## config.mk

```make
export PLATFORM = sky130hd
export DESIGN_NAME = pipelined_lane_shifter
export DESIGN_NICKNAME = d
export VERILOG_FILES = /design/src/rtl/lane_shift_pkg.sv /design/src/rtl/lane_shift_stage.sv /design/src/rtl/pipelined_lane_shifter.sv
export SDC_FILE = /design/constraint.sdc
export NUM_CORES = 1
export LEC_CHECK = 0
export CORE_MARGIN = 5
export CORE_UTILIZATION = 55
export DETAILED_ROUTE_END_ITERATION = 10
export PLACE_DENSITY_LB_ADDON = 0.05
export SETUP_SLACK_MARGIN = 0.2
export SYNTH_ARGS = -nofsm -noshare
export SYNTH_HDL_FRONTEND = slang
export SYNTH_SLANG_ARGS = --single-unit
```

## constraint.sdc

```tcl
create_clock -name clk -period 9.53 [get_ports clk]
set_input_delay 1.4295 -clock clk [delete_from_list [all_inputs] [get_ports clk]]
set_output_delay 1.4295 -clock clk [all_outputs]
set_load 0.1 [all_outputs]
```

## src/rtl/lane_shift_pkg.sv

```systemverilog
// Shared types and default geometry for the pipelined lane shifter.
package lane_shift_pkg;

    localparam int LANE_W_DEF  = 5;
    localparam int LANES_DEF   = 10;
    localparam int SHIFT_W_DEF = 4;

    // Lane 0 sits in the low bits, so "right" moves content towards lane 0.
    typedef enum logic [1:0] {
        FILL_R = 2'b00,
        FILL_L = 2'b01,
        ROT_R  = 2'b10,
        ROT_L  = 2'b11
    } shift_mode_t;

    // Everything that travels down the pipeline with a request, at the
    // default geometry. The RTL modules carry the same fields as separate
    // signals sized by their own parameters.
    typedef struct packed {
        logic [LANES_DEF*LANE_W_DEF-1:0] data;
        logic [SHIFT_W_DEF-1:0]          amount;
        shift_mode_t                     mode;
        logic [LANE_W_DEF-1:0]           fill;
        logic                            err;
    } stage_payload_t;

endpackage

```

## src/rtl/lane_shift_stage.sv

```systemverilog
// One registered pipeline stage: shifts by a fixed lane distance when its
// amount bit is set, otherwise passes the word through.
module lane_shift_stage
    import lane_shift_pkg::*;
#(
    parameter int LANE_W    = LANE_W_DEF,
    parameter int LANES     = LANES_DEF,
    parameter int SHIFT_W   = SHIFT_W_DEF,
    parameter int BIT_IDX   = 0,
    parameter int DIST      = 1,
    parameter int FILL_DIST = 1,
    parameter bit LAST      = 1'b0
) (
    input  logic                    clk,
    input  logic                    rst,
    input  logic                    enable,
    input  logic                    flush,
    input  logic                    in_valid,
    input  logic [LANES*LANE_W-1:0] in_data,
    input  logic [SHIFT_W-1:0]      in_amount,
    input  logic [1:0]              in_mode,
    input  logic [LANE_W-1:0]       in_fill,
    input  logic                    in_err,
    output logic                    out_valid,
    output logic [LANES*LANE_W-1:0] out_data,
    output logic [SHIFT_W-1:0]      out_amount,
    output logic [1:0]              out_mode,
    output logic [LANE_W-1:0]       out_fill,
    output logic                    out_err
);

    logic [LANES*LANE_W-1:0] shifted;

    // Per-lane source selection; fill modes use the true distance 2**k,
    // rotate modes use that distance reduced modulo LANES.
    always_comb begin
        // NOTE: the default assignment first keeps every path driven, so no latch is inferred.
        shifted = in_data;
        if (in_amount[BIT_IDX]) begin
            for (int i = 0; i < LANES; i++) begin
                case (shift_mode_t'(in_mode))
                    FILL_R: shifted[i*LANE_W +: LANE_W] = (i + FILL_DIST < LANES)
                        ? in_data[((i + FILL_DIST) % LANES)*LANE_W +: LANE_W] : in_fill;
                    FILL_L: shifted[i*LANE_W +: LANE_W] = (i >= FILL_DIST)
                        ? in_data[((i + LANES - (FILL_DIST % LANES)) % LANES)*LANE_W +: LANE_W]
                        : in_fill;
                    ROT_R:  shifted[i*LANE_W +: LANE_W] =
                        in_data[((i + DIST) % LANES)*LANE_W +: LANE_W];
                    ROT_L:  shifted[i*LANE_W +: LANE_W] =
                        in_data[((i + LANES - DIST) % LANES)*LANE_W +: LANE_W];
                    default: shifted[i*LANE_W +: LANE_W] = in_data[i*LANE_W +: LANE_W];
                endcase
            end
        end
        // An out-of-range amount turns the whole result into fill at the output.
        if (LAST && in_err) begin
            shifted = {LANES{in_fill}};
        end
    end

    // Stage register: flush drops the valid bit, a stall holds everything.
    always_ff @(posedge clk or posedge rst) begin
        if (rst) begin
            // NOTE: sequential state uses non-blocking assignments so all stages update from pre-edge values.
            out_valid  <= 1'b0;
            out_data   <= '0;
            out_amount <= '0;
            out_mode   <= FILL_R;
            out_fill   <= '0;
            out_err    <= 1'b0;
        end else if (flush) begin
            out_valid <= 1'b0;
        end else if (enable) begin
            out_valid  <= in_valid;
            out_data   <= shifted;
            out_amount <= in_amount;
            out_mode   <= in_mode;
            out_fill   <= in_fill;
            out_err    <= in_err;
        end
    end

endmodule

```

## src/rtl/pipelined_lane_shifter.sv

```systemverilog
// Pipelined lane-granular shifter: one stage per shift-amount bit with
// valid/ready flow control, synchronous flush and an in-flight counter.
module pipelined_lane_shifter
    import lane_shift_pkg::*;
#(
    parameter int LANE_W  = LANE_W_DEF,
    parameter int LANES   = LANES_DEF,
    parameter int SHIFT_W = SHIFT_W_DEF
) (
    input  logic                    clk,
    input  logic                    rst,
    input  logic                    flush,
    input  logic                    in_valid,
    output logic                    in_ready,
    input  logic [LANES*LANE_W-1:0] in_data,
    input  logic [SHIFT_W-1:0]      in_shift,
    input  logic [1:0]              in_mode,
    input  logic [LANE_W-1:0]       in_fill,
    output logic                    out_valid,
    input  logic                    out_ready,
    output logic [LANES*LANE_W-1:0] out_data,
    output logic                    out_err,
    output logic [SHIFT_W:0]        in_flight
);

    localparam int               DATA_W      = LANES * LANE_W;
    localparam logic [SHIFT_W:0] LANES_LIMIT = (SHIFT_W+1)'(LANES);

    logic stall;
    logic accept;
    logic drain;

    // Element k feeds stage k; element SHIFT_W is the output register.
    logic [SHIFT_W:0]   stg_valid;
    logic [SHIFT_W:0]   stg_err;
    logic [DATA_W-1:0]  stg_data   [SHIFT_W+1];
    logic [SHIFT_W-1:0] stg_amount [SHIFT_W+1];
    logic [1:0]         stg_mode   [SHIFT_W+1];
    logic [LANE_W-1:0]  stg_fill   [SHIFT_W+1];

    assign stall    = out_valid && !out_ready;
    assign in_ready = !stall;
    assign accept   = in_valid && in_ready && !flush;
    assign drain    = out_valid && out_ready;

    assign stg_valid[0]  = in_valid;
    assign stg_data[0]   = in_data;
    assign stg_amount[0] = in_shift;
    assign stg_mode[0]   = in_mode;
    assign stg_fill[0]   = in_fill;
    assign stg_err[0]    = ({1'b0, in_shift} > LANES_LIMIT);

    for (genvar k = 0; k < SHIFT_W; k++) begin : g_stage
        lane_shift_stage #(
            .LANE_W   (LANE_W),
            .LANES    (LANES),
            .SHIFT_W  (SHIFT_W),
            .BIT_IDX  (k),
            .DIST     ((2**k) % LANES),
            .FILL_DIST(2**k),
            .LAST     (k == SHIFT_W - 1)
        ) u_stage (
            .clk       (clk),
            .rst       (rst),
            .enable    (!stall),
            .flush     (flush),
            .in_valid  (stg_valid[k]),
            .in_data   (stg_data[k]),
            .in_amount (stg_amount[k]),
            .in_mode   (stg_mode[k]),
            .in_fill   (stg_fill[k]),
            .in_err    (stg_err[k]),
            .out_valid (stg_valid[k+1]),
            .out_data  (stg_data[k+1]),
            .out_amount(stg_amount[k+1]),
            .out_mode  (stg_mode[k+1]),
            .out_fill  (stg_fill[k+1]),
            .out_err   (stg_err[k+1])
        );
    end

    assign out_valid = stg_valid[SHIFT_W];
    assign out_data  = stg_data[SHIFT_W];
    assign out_err   = stg_err[SHIFT_W];

    // Occupancy: up on accept, down on drain, cleared by flush.
    always_ff @(posedge clk or posedge rst) begin
        if (rst) begin
            in_flight <= '0;
        end else if (flush) begin
            in_flight <= '0;
        end else if (accept && !drain) begin
            in_flight <= in_flight + (SHIFT_W+1)'(1);
        end else if (drain && !accept) begin
            in_flight <= in_flight - (SHIFT_W+1)'(1);
        end
    end

endmodule

```

== After elaboration in Yosys (flattened, before gate mapping) ==
Index checks and enable logic that the tools add are counted.
Storage, ports and cells
  bits in registers: 246
  word-level logic and storage cells: 122
  bits of input ports: 66
  output and inout bits: 58
Operators by class
  mux-type cells: 56
  order comparisons: 1
  reductions and logical operators: 26
  equality and inequality tests: 13
  add/subtract/negate cells: 2
  bitwise operators: 2
Operator list (count)
  $pmux 5 s3: 24
  $mux 50: 5
  $pmux 5 s2: 16
  $reduce_or 2->1: 9
  $eq 2x2->1 const B: 8
  $mux 5: 3
  $eq 2x1->1 const B: 4
  $logic_not 2->1: 4
  $mux 1: 8
  $logic_and 1x1->1: 6
  $add 5x1->5 const B: 1
  $logic_not 1->1: 5
  $sub 5x1->5 const B: 1
  $gt 4x4->1 const B: 1
  $reduce_bool 3->1: 1
  $ne 2x2->1 const B: 1
  $not 1->1: 2
  $reduce_and 2->1: 1

== Longest topological paths before layout ==
  word-level depth: 10
  gate-level depth with buffers: 9
  gate-level depth less buffers: 7

== Cells and area by module ==
Synthesis repeated with hierarchy kept, for this count alone.
Second synthesis, totals
  cells, all modules: 1606
  area total of the unflattened synthesis: 15312.2 um^2
By module, submodules not included
  lane_shift_stage (g_stage[3].u_stage): area each 4047.6 um^2, cells an instance 384, instances 1
  lane_shift_stage (g_stage[2].u_stage): area each 3719.8 um^2, cells an instance 433, instances 1
  lane_shift_stage (g_stage[1].u_stage): area each 3609.7 um^2, cells an instance 390, instances 1
  lane_shift_stage (g_stage[0].u_stage): area each 3497.1 um^2, cells an instance 356, instances 1
  pipelined_lane_shifter: area each 437.9 um^2, cells an instance 43, instances 1

== Least setup slack after synthesis ==
Ideal clock, no wire load.
  kind: input-to-output
  start: in out_ready
  end: out in_ready
  stages: 3
  required time: 8.101 ns
  arrival: 2.181 ns
  buffers on the path: 1
  slack: 5.919 ns
  cell sequence: nor2b_1 > buf_6 > inv_1
Between the ends
  cells in the longest elaborated chain, start to end: 3
RTL lines
  start, declared: line pipelined_lane_shifter.sv:20  | input logic out_ready,
  $logic_not 1->1: line pipelined_lane_shifter.sv:41  | assign stall = out_valid && !out_ready;
  $logic_and 1x1->1: line pipelined_lane_shifter.sv:41
  $logic_not 1->1
  end, declared: line pipelined_lane_shifter.sv:14  | output logic in_ready,
No other way between the ends.

== Worst setup path after layout ==
Ends and elaborated chain as after synthesis.

==> results.json <==
{
  "status": "completed",
  "crit_path_start_kind": "input port",
  "port_buffers": 123,
  "critPathKind": "input port to output pin",
  "crit_path_start": "out_ready",
  "cts-root-buf": "clkbuf_16",
  "register_area_mm2": 0.00601,
  "drtAntennaViolNets": 0,
  "hold_violations": 0,
  "crit_family": "buffers and inverters",
  "grt_first_pass_wirelength_um": 59400,
  "multi_input_area_mm2": 0.00694,
  "cts_sinks": 240,
  "clockBufferDepth": 3,
  "maxCapViolCount": 0,
  "synth_edf_count": 0,
  "arrival_ns": 3.47,
  "timing.rr.start": "g_stage[3].u_stage.out_valid$_DFFE_PP0P_",
  "layout_common_cells": "nand2_1, o21ai_0, dfrtp_1",
  "syn2layout_area_growth_pct": 15.2,
  "end_kind": "output pin",
  "route.detailed.drc": 0,
  "slew_viol_final": 0,
  "routed_via_density": 5.89,
  "first_pass_iters": 6,
  "synth_seq_area_share_pct": 44.0,
  "worstMarginPinSlew_ns": 1.19,
  "cts_tree": "built",
  "crit_fanout": 7,
  "post_cts_resized": 0,
  "cts-htree-levels": 1,
  "grt_overflow": 0,
  "antenna_found_initial": 0,
  "synth_ff_type": "dfrtp_1",
  "wl_um": 36500,
  "row_count": 57,
  "setup-tns-final_ns": 0,
  "syn_avg_cell_area_um2": 8.44,
  "wl_per_cell_um": 18.4,
  "io-pin-count": 124,
  "crit_top_cell": "clkdlybuf4s50_1",
  "hpwl_um": 25500,
  "cellPowerDensity_mw_per_mm2": 235,
  "gp_congestion": 0.904,
  "period_share_pct": 51.4,
  "drtIter0Drc": 1212,
  "max_clock_freq_ghz": 0.204,
  "die-area_mm2": 0.0281,
  "die_h_um": 168,
  "final.min_clock_period_ns": 4.90,
  "path_clk_slew_ns": 0.05,
  "p_leak_uw": 0.00677,
  "slowest_stage": "clkdlybuf4s50_1",
  "ys_ff_latch": 240,
  "post_cts_buffers": 0,
  "final_common_cell": "nand2_1",
  "clock_skew_ns": 0.0230,
  "grt_usage_pct": 25.5,
  "async_flop_share_pct": 100,
  "hold_buffers": 0,
  "syn_area_mm2": 0.0137,
  "finalSetupViolations": 0,
  "final_nets": 1715,
  "dieWidth_um": 168,
  "ys_types": 40,
  "synthCells": 1618,
  "vias": 11719,
  "grt_pass1_vias": 10777,
  "crit_buf_inv": 3,
  "nFillCells": 2144,
  "drive_above_1_share_pct": 4.27,
  "start_util_pct": 56.0,
  "setup_ws_ns": 4.63,
  "core-area_mm2": 0.0244,
  "irDropWorstVdd_mv": 0.209,
  "min_path_type": "flip-flop to flip-flop",
  "insertion_delay_ns": 0.53,
  "crit_chain": "clkdlybuf4s50_1, nor2b_1, inv_1, clkdlybuf4s50_1",
  "syn_nets": 1689,
  "antennaDiodeCount": 0,
  "pre_cts_slack_ns": 4.60,
  "cpPeakStageDelay_ns": 0.98,
  "required_ns": 8.10,
  "fin_area_mm2": 0.0157,
  "slew_headroom_pct": 20.6,
  "rsz0062_at_grt": "no",
  "postPlaceCellArea_mm2": 0.0148,
  "worstHoldStart": "g_stage[0].u_stage.out_amount[3]$_DFFE_PP0P_",
  "yosysWarnings": 0,
  "grt_max_degree": 287,
  "final_core_util_pct": 64.5,
  "cts_made_buffers": 27
}
==> cell type report <==
cell class                 count  share of cell area (%)
tap                          324                    2.58
timing repair buffer         139                    8.64
inverter                      29                   0.740
clock inverter                10                   0.716
clock buffer                  39                    5.03
sequential                   240                    38.2
multi-input combinational   1207                    44.1
==> path summary, 6_finish.rpt <==
path / endpoint / slack (ns) / cells past startpoint
max: in_ready / 4.63 / 4
max in group asynchronous: g_stage[2].u_stage.out_mode[0]$_DFFE_PP0P_ / 6.72 / 3
min reg2reg: g_stage[1].u_stage.out_amount[3]$_DFFE_PP0P_ / 0.47 / 2
min: g_stage[1].u_stage.out_amount[3]$_DFFE_PP0P_ / 0.47 / 2
min in group asynchronous: g_stage[0].u_stage.out_fill[0]$_DFFE_PP0P_ / 1.47 / 2
max reg2reg: g_stage[0].u_stage.out_data[25]$_DFFE_PP0P_ / 6.76 / 4
==> synthesized netlist by cell type (4+ instances only) <==
library cell    n  area share, %
clkbuf_1       84            2.3
o22a_1          6           0.38
a22oi_1        20            1.1
o21ai_0       268            9.8
a21o_1          6           0.33
inv_1          27           0.74
a211o_1        22            1.4
nor2_1         76            2.1
nor2b_1        12           0.55
a211oi_1       33            1.8
buf_2          46            1.7
a21oi_1       179            6.6
o21a_1          8           0.44
o211ai_1       20            1.1
buf_1           8           0.22
nand2b_1        9           0.41
o32a_1          9           0.66
buf_6           4           0.33
mux2i_1       167             12
and2_1          9           0.41
a31oi_1        24            1.1
ha_1            4           0.37
nand2_1       309            8.5
dfrtp_1       240             44
==> flip-flops by register name, indices dropped and copies added, names as in the netlist <==
signal	count
in_flight	5
g_stage.u_stage.out_fill	15
g_stage.u_stage.out_amount	6
g_stage.u_stage.out_valid	4
g_stage.u_stage.out_mode	6
g_stage.u_stage.out_err	4
g_stage.u_stage.out_data	200
==> routing by layer <==
layer | vias to the layer above | track usage (%) | wire length (um) | share of wire, %
met1 | 5510 | 37.5 | 16800 | 46
met2 | 371 | 40.6 | 16900 | 46
met3 | 64 | 2.85 | 1820 | 5.0
met5 | - | 0 | 0 | 0
met4 | 0 | 6.32 | 957 | 2.6
li1 | 5774 | - | - | -
==> where the power goes <==
group | leakage (uW) | switching [uW] | internal [uW]
clock network | 0.000441 | 410 | 629
logic | 0.00333 | 869 | 382
registers | 0.00300 | 212 | 1200
==> metrics by stage <==
| stage | power [uW] | cells | hold WS [ns] |
|---|---|---|---|
| 2_1_floorplan | 2320 | 1618 | 0.439 |
| 4_1_cts | 3720 | 1988 | 0.469 |
| 6_report | 3700 | 1988 | 0.468 |
| 3_3_place_gp | 2660 | 1939 | 0.448 |
| 5_1_grt | 3890 | 1988 | 0.482 |
| 3_5_place_dp | 2680 | 1939 | 0.455 |
==> kinds of logic (layout without fill, tap and decap cells) <==
group                      after synthesis  count (layout)  synth area share (%)
AOI/OAI and AO/OA                      604             604                  25.3
xor gates and xnor gates                 2               2                 0.128
adders and majority gates                5               5                 0.513
buffers and inverters                  171             217                  5.34
DFF                                    240             240                  44.0
muxes                                  167             167                  12.2
and+or+nand+nor                        429             429                  12.6
==> worst min-delay path, delay by kind of cell (launching register included) <==
kind          cells  cell delay, ns
simple gates      2            0.10
flops             1            0.34
(Power assumes the default switching activity.)
